==> config.mk <==
export PLATFORM = sky130hd
export DESIGN_NAME = rob_retire_ctrl
export DESIGN_NICKNAME = d
export VERILOG_FILES = /design/src/rtl/rob_retire_ctrl.sv
export SDC_FILE = /design/constraint.sdc
export NUM_CORES = 1
export LEC_CHECK = 0
export CAP_MARGIN = 25
export CORE_AREA = 4 4 86 80
export CTS_BUF_LIST = sky130_fd_sc_hd__clkbuf_8
export DETAILED_ROUTE_END_ITERATION = 16
export DIE_AREA = 0 0 90 84
export PLACE_DENSITY = 0.87
export SLEW_MARGIN = 20
export SYNTH_ARGS = -nofsm -noshare
export SYNTH_HDL_FRONTEND = slang
export SYNTH_SLANG_ARGS = --single-unit
==> constraint.sdc <==
create_clock -name clk -period 4.6 [get_ports clk]
set_clock_uncertainty 0.15 [all_clocks]
set_input_delay 0.92 -clock clk [delete_from_list [all_inputs] [get_ports clk]]
set_output_delay 0.92 -clock clk [all_outputs]
set_load 0.02 [all_outputs]
==> src/rtl/rob_retire_ctrl.sv <==
// ---------------------------------------------------------------------------
// rob_retire_ctrl
//   Reorder-buffer occupancy and retirement controller. It tracks head, tail
//   and count for a circular ROB, grants one allocation per cycle, and retires
//   up to two of the oldest entries per cycle, strictly in order. A flush
//   empties the ROB and holds dispatch for the flush cycle plus one more.
//
// State table
//   state    | meaning
//   ---------+---------------------------------------------------------------
//   ST_RUN   | normal operation: allocate at tail, retire from head
//   ST_FLUSH | one-cycle recovery after a flush; pointers held at 0, no
//            | grants and no retires
//
// Ports
//   clk            in   clock; all state updates on its rising edge
//   rstn           in   asynchronous active-low reset
//   alloc_req      in   dispatch requests one ROB entry
//   entry_complete in   per-slot complete flags [DEPTH]
//   retire_en      in   retirement sink can accept retirements this cycle
//   flush          in   discard all ROB contents
//   alloc_gnt      out  allocation accepted this cycle
//   alloc_idx      out  slot written on grant (always the tail)
//   stall          out  dispatch must hold
//   retire_vld0/1  out  oldest / second-oldest entry retires this cycle
//   retire_idx0/1  out  head and head+1 (mod DEPTH)
//   head, tail     out  oldest occupied slot / next free slot
//   count          out  occupied entries, 0..DEPTH
//   empty, full    out  count==0 / count==DEPTH
// ---------------------------------------------------------------------------
module rob_retire_ctrl #(
   parameter int DEPTH = 64,
   parameter int IDX_W = 6
) (
   input  logic             clk,
   input  logic             rstn,
   input  logic             alloc_req,
   input  logic [DEPTH-1:0] entry_complete,
   input  logic             retire_en,
   input  logic             flush,
   output logic             alloc_gnt,
   output logic [IDX_W-1:0] alloc_idx,
   output logic             stall,
   output logic             retire_vld0,
   output logic             retire_vld1,
   output logic [IDX_W-1:0] retire_idx0,
   output logic [IDX_W-1:0] retire_idx1,
   output logic [IDX_W-1:0] head,
   output logic [IDX_W-1:0] tail,
   output logic [IDX_W:0]   count,
   output logic             empty,
   output logic             full
);

   localparam logic ST_RUN   = 1'b0;
   localparam logic ST_FLUSH = 1'b1;

   localparam logic [IDX_W:0]   COUNT_MAX = (IDX_W+1)'(DEPTH);
   localparam logic [IDX_W:0]   COUNT_TWO = (IDX_W+1)'(2);
   localparam logic [IDX_W-1:0] IDX_ONE   = IDX_W'(1);

   logic             state_q;
   logic             state_d;
   logic [IDX_W-1:0] head_q;
   logic [IDX_W-1:0] tail_q;
   logic [IDX_W:0]   count_q;

   logic             in_run;
   logic             flush_act;
   logic [IDX_W-1:0] head_p1;
   logic [1:0]       ret_n;
   logic [IDX_W-1:0] head_nxt;
   logic [IDX_W-1:0] tail_nxt;
   logic [IDX_W:0]   count_nxt;

   // -------------------------------------------------------------------------
   // Combinational status and control
   // -------------------------------------------------------------------------
   assign in_run = (state_q == ST_RUN);

   // Inputs are ignored while reset is held, so every combinational output
   // is qualified with rstn to keep its reset value independent of stimulus.
   assign flush_act = rstn & flush;

   assign empty = (count_q == '0);
   assign full  = (count_q == COUNT_MAX);

   assign stall = rstn & (full | ~in_run | flush_act);

   // Grant looks only at the registered count: a slot freed by retirement
   // this cycle is not reusable until the next cycle.
   assign alloc_gnt = rstn & alloc_req & ~stall;

   assign head_p1 = head_q + IDX_ONE;

   // The second slot can only retire behind the first, which keeps
   // retirement in order even when later flags are already set.
   assign retire_vld0 = rstn & in_run & ~flush_act & retire_en & ~empty
                        & entry_complete[head_q];
   assign retire_vld1 = retire_vld0 & (count_q >= COUNT_TWO)
                        & entry_complete[head_p1];

   assign ret_n = {1'b0, retire_vld0} + {1'b0, retire_vld1};

   assign head_nxt  = head_q + {{(IDX_W-2){1'b0}}, ret_n};
   assign tail_nxt  = tail_q + {{(IDX_W-1){1'b0}}, alloc_gnt};
   assign count_nxt = count_q + {{IDX_W{1'b0}}, alloc_gnt}
                              - {{(IDX_W-1){1'b0}}, ret_n};

   // FLUSH always lasts exactly one cycle.
   assign state_d = (in_run && flush) ? ST_FLUSH : ST_RUN;

   // -------------------------------------------------------------------------
   // State and pointer registers
   // -------------------------------------------------------------------------
   always_ff @(posedge clk or negedge rstn) begin
      if (!rstn) begin
         state_q <= ST_RUN;
         head_q  <= '0;
         tail_q  <= '0;
         count_q <= '0;
      end else begin
         state_q <= state_d;
         if (flush || !in_run) begin
            head_q  <= '0;
            tail_q  <= '0;
            count_q <= '0;
         end else begin
            head_q  <= head_nxt;
            tail_q  <= tail_nxt;
            count_q <= count_nxt;
         end
      end
   end

   // -------------------------------------------------------------------------
   // Pointer outputs are shown regardless of grant/valid
   // -------------------------------------------------------------------------
   assign alloc_idx   = tail_q;
   assign retire_idx0 = head_q;
   assign retire_idx1 = head_p1;
   assign head        = head_q;
   assign tail        = tail_q;
   assign count       = count_q;

endmodule

==> Implementation_results.wiki, run 1 <==
{| class="wikitable"
! Metric !! Value
|-
| Run status || completed
|-
| Clock tree from TritonCTS || done
|-
| Vias after detailed routing || roughly 2400
|-
| Die ar. || 7560 um^2
|-
| Quantity of hold-fixing buffers added after cts || 0
|-
| Total wire length after detailed routing || 7797 um
|-
| Width of the die || roughly 90 um
|-
| Final design area excluding fillers || 3866 um^2
|-
| Max-Cap Viols || 0
|-
| Clock Root Buffer || sky130_fd_sc_hd__clkbuf_8
|-
| Average wire length per cell after detail routing || 18.22 um
|-
| Vias in the first global route || 2570
|-
| Worst max-slew margin expressed relative to the limit || 70.34%
|-
| Power per cell area || 189.9 nW/um^2
|-
| Setup slack at placement || -0.2275 ns
|-
| Number of input and output port buffers inserted || 111
|-
| Initial Util || 44.03%
|-
| Worst-path clk slew || 0.08 ns
|-
| Final setup violation count || 0
|-
| Total Nets Final || 449
|-
| Pin count of the biggest net entering global routing || 43
|-
| Gate Count Post-Synth || 254
|-
| Placement Cell Area || 3767 um^2
|-
| Seq cells post-synth || 20
|-
| I/O pins || 112
|-
| Final count of hold timing violations || 0
|-
| Number of levels in the clock H-tree || 1
|-
| Area fraction of the dominant cell type after synthesis || between 10% and 20%
|-
| Aggregate global routing overflow || 0
|-
| Routed via count divided by cell count || 5.715
|-
| Final setup slack of the worst path || ~0.2 ns
|-
| Final number of max-transition violations || 0
|-
| Cell taking the most area after synthesis || sky130_fd_sc_hd__mux4_2
|-
| Number of distinct library cell variants in the gate-level netlist after synthesis || 43
|-
| Signed area change from the synthesized netlist to the final layout || 46.86%
|-
| Post-Synthesis Cell Area || 2633 um^2
|-
| Final estimated routing congestion in global placement || about 0.86
|-
| Minimum clock period after layout || 4.404 ns
|-
| TritonCTS Buffers || 3
|-
| Number of antenna violations at the first check in global routing || 0
|-
| Sequential share of the synthesized area || 19.01%
|-
| Insertion delay of the later-clocked pin in the worst-skew pair || roughly 0.26 ns
|-
| Number of nets in the synthesized netlist || 346
|-
| Critical Path End Type || primary output
|-
| Class of the worst hold path || register to register
|-
| Y dimension of the die || between 80 and 90 um
|-
| Leakage component of the power || 1.518 nW
|-
| Total number of placement rows || 27
|-
| Remaining antenna violation count || 0
|-
| Worst hold slack || 0.3114 ns
|-
| Actual transition at the worst max-transition pin || 0.4427 ns
|-
| Layout cell share with drive strength beyond 1 || 14.89%
|-
| Crit Path Category || input pin to primary output
|-
| Antenna Diode Count || 0
|-
| Data required time at the worst endpoint || about 3.5 ns
|-
| Maximum fanout along the worst path || 2
|-
| Number of buffers on the longest clock path || 2
|-
| Filler-free cell count of the finished design || 428
|-
| DR pass1 iterations || 4
|-
| Fill cells || 463
|-
| Timing-limited maximum frequency || 0.2271 GHz
|-
| HPWL after DPL || 6337 um
|-
| Arrival time at the worst endpoint || 3.33 ns
|-
| Maximum resistive drop on vdd || 0.0001781 V
|-
| All-layer global routing usage || 20.09%
|-
| Largest cells by area after synthesis || sky130_fd_sc_hd__mux4_2 (20%), sky130_fd_sc_hd__dfrtp_1 (19%), sky130_fd_sc_hd__mux2i_1 (13%)
|-
| Period utilization || 95.74%
|-
| Number of instances in the placed design || 423
|-
| Wire length of the first global-routing pass || 12630 um
|-
| Number of sinks on the clock net || 20
|-
| Total DRC errors in the routed layout || 0
|-
| Total of warnings raised by yosys || 0
|-
| Floorplan Core Area || 5979 um^2
|-
| Sort of element at the start of the critical path || input pin
|-
| Per-instance average area after synthesis || 10.36 um^2
|-
| Count of routing violations after the opening detailed-route iteration || 196
|-
| Final total negative setup slack || 0 ns
|}
## synth_stat cells, drive strengths merged
| library cell | count |
|---|---|
| o21bai | 3 |
| dfrtp | 20 |
| inv | 17 |
| and3 | 1 |
| nand4b | 1 |
| nand3 | 10 |
| nand2 | 8 |
| nand3b | 1 |
| mux2i | 35 |
| o22ai | 1 |
| nor2 | 20 |
| nand2b | 2 |
| o21ba | 1 |
| o211ai | 2 |
| a22oi | 4 |
| nor4 | 2 |
| o221ai | 1 |
| buf | 25 |
| o21ai | 3 |
| or2 | 1 |
| a32oi | 2 |
| nor2b | 7 |
| a21o | 1 |
| ha | 21 |
| and2 | 6 |
| a311oi | 2 |
| a221oi | 1 |
| a211oi | 2 |
| xor2 | 5 |
| clkbuf | 3 |
| xnor2 | 12 |
| mux4 | 23 |
| a21oi | 7 |
| a31oi | 1 |
| fa | 2 |
| o41ai | 1 |
## state kept, by name (all words and copies together) (netlist names)
register,cells
state_q,1
count,7
alloc_idx,6
head,6
## cell usage in the layout, fill, tap and decap left out, types with 2 or more instances in the layout
cell,count
sky130_fd_sc_hd__mux2i_1,35
sky130_fd_sc_hd__nand2b_1,2
sky130_fd_sc_hd__o21bai_1,3
sky130_fd_sc_hd__o211ai_1,2
sky130_fd_sc_hd__mux4_2,23
sky130_fd_sc_hd__xor2_1,4
sky130_fd_sc_hd__and2_1,6
sky130_fd_sc_hd__nand3_1,9
sky130_fd_sc_hd__a21oi_1,6
sky130_fd_sc_hd__nand2_1,8
sky130_fd_sc_hd__dfrtp_1,19
sky130_fd_sc_hd__nor4_1,2
sky130_fd_sc_hd__clkbuf_8,3
sky130_fd_sc_hd__nor2b_1,7
sky130_fd_sc_hd__inv_1,17
sky130_fd_sc_hd__clkdlybuf4s50_1,111
sky130_fd_sc_hd__buf_4,13
sky130_fd_sc_hd__xnor2_1,11
sky130_fd_sc_hd__nor2_1,20
sky130_fd_sc_hd__a22oi_1,4
sky130_fd_sc_hd__o21ai_0,2
sky130_fd_sc_hd__buf_12,2
sky130_fd_sc_hd__ha_1,21
## kinds of logic after synthesis
| group | after synthesis | synth area share, % |
|---|---|---|
| AOI/OAI and AO/OA | 32 | 8.698 |
| xor gates and xnor gates | 17 | 6.654 |
| adders and majority gates | 23 | 11.50 |
| buffers and inverters | 45 | 9.933 |
| DFF | 20 | 19.01 |
| muxes | 58 | 32.99 |
| and+or+nand+nor | 59 | 11.22 |
## where the power goes
group / internal [mW] / switching [mW] / leakage, nW / total (mW)
Clock: 0.116 / 0.0606 / 0.0357 / 0.177
Sequential: 0.186 / 0.00888 / 0.275 / 0.195
Combinational: 0.196 / 0.166 / 1.21 / 0.362
Total: 0.499 / 0.236 / 1.52 / 0.734
## critical path: stages
cell                              delay (ns)
sky130_fd_sc_hd__clkdlybuf4s50_1        0.49
sky130_fd_sc_hd__mux2i_1                0.08
sky130_fd_sc_hd__mux4_2                 0.47
sky130_fd_sc_hd__a31oi_1                0.21
sky130_fd_sc_hd__a32oi_2                0.14
sky130_fd_sc_hd__a211oi_2               0.22
sky130_fd_sc_hd__buf_4                  0.15
sky130_fd_sc_hd__clkdlybuf4s50_1        0.64
## worst paths after layout
| check | startpoint | end | slack, ns | cells after the start |
|---|---|---|---|---|
| worst max-delay path | entry_complete[58] | retire_vld1 | 0.20 | 8 |
| max in group asynchronous | rstn | head[0] | 3.16 | 2 |
| worst min-delay path | state_q | state_q | 0.31 | 1 |
| worst max register to register | head[1] | count[6] | 0.26 | 18 |
| min in group asynchronous | rstn | head[1] | 0.89 | 2 |
| worst min register to register | state_q | state_q | 0.31 | 1 |
## stage by stage
| stage | power, mW | utilization, % |
|---|---|---|
| global placement | 0.5430 | 63.00 |
| finish | 0.7343 | 64.66 |
| detailed placement | 0.5569 | 63.00 |
| CTS | 0.7351 | 64.20 |
| floorplan | 0.3951 | - |
| global route | 0.7764 | 64.66 |
## area by class of cell
type,count,area (um^2),share of cell area [%]
timing repair buffer,126,1249,32.30
multi-input combinational,189,1891,48.90
clock buffer,3,41.29,1.068
sequential,20,501.7,12.98
tap,72,90.09,2.330
clock inverter,1,30.03,0.7767
inverter,17,63.81,1.650
## timing repair
| action | CTS | global route |
|---|---|---|
| resized for setup | 0 | 5 |
| endpoints found under the setup margin | 0 | 3 |
| setup buffers | 0 | 1 |
## per-layer routing
metal	GRT usage [%]	vias up	routed length (um)
li1	-	1124	-
met1	24.04	1211	2922
met2	36.64	95	4252
met3	3.427	16	460
met4	6.120	0	162
met5	0	-	0
(Power assumes the default switching activity.)
==> run 2: changes to the inputs <==
Settings changed: SKIP_LAST_GASP from default to 1.
==> results of run 2 <==
No change in the layout: final DEF, timing and power equal those of run 1.
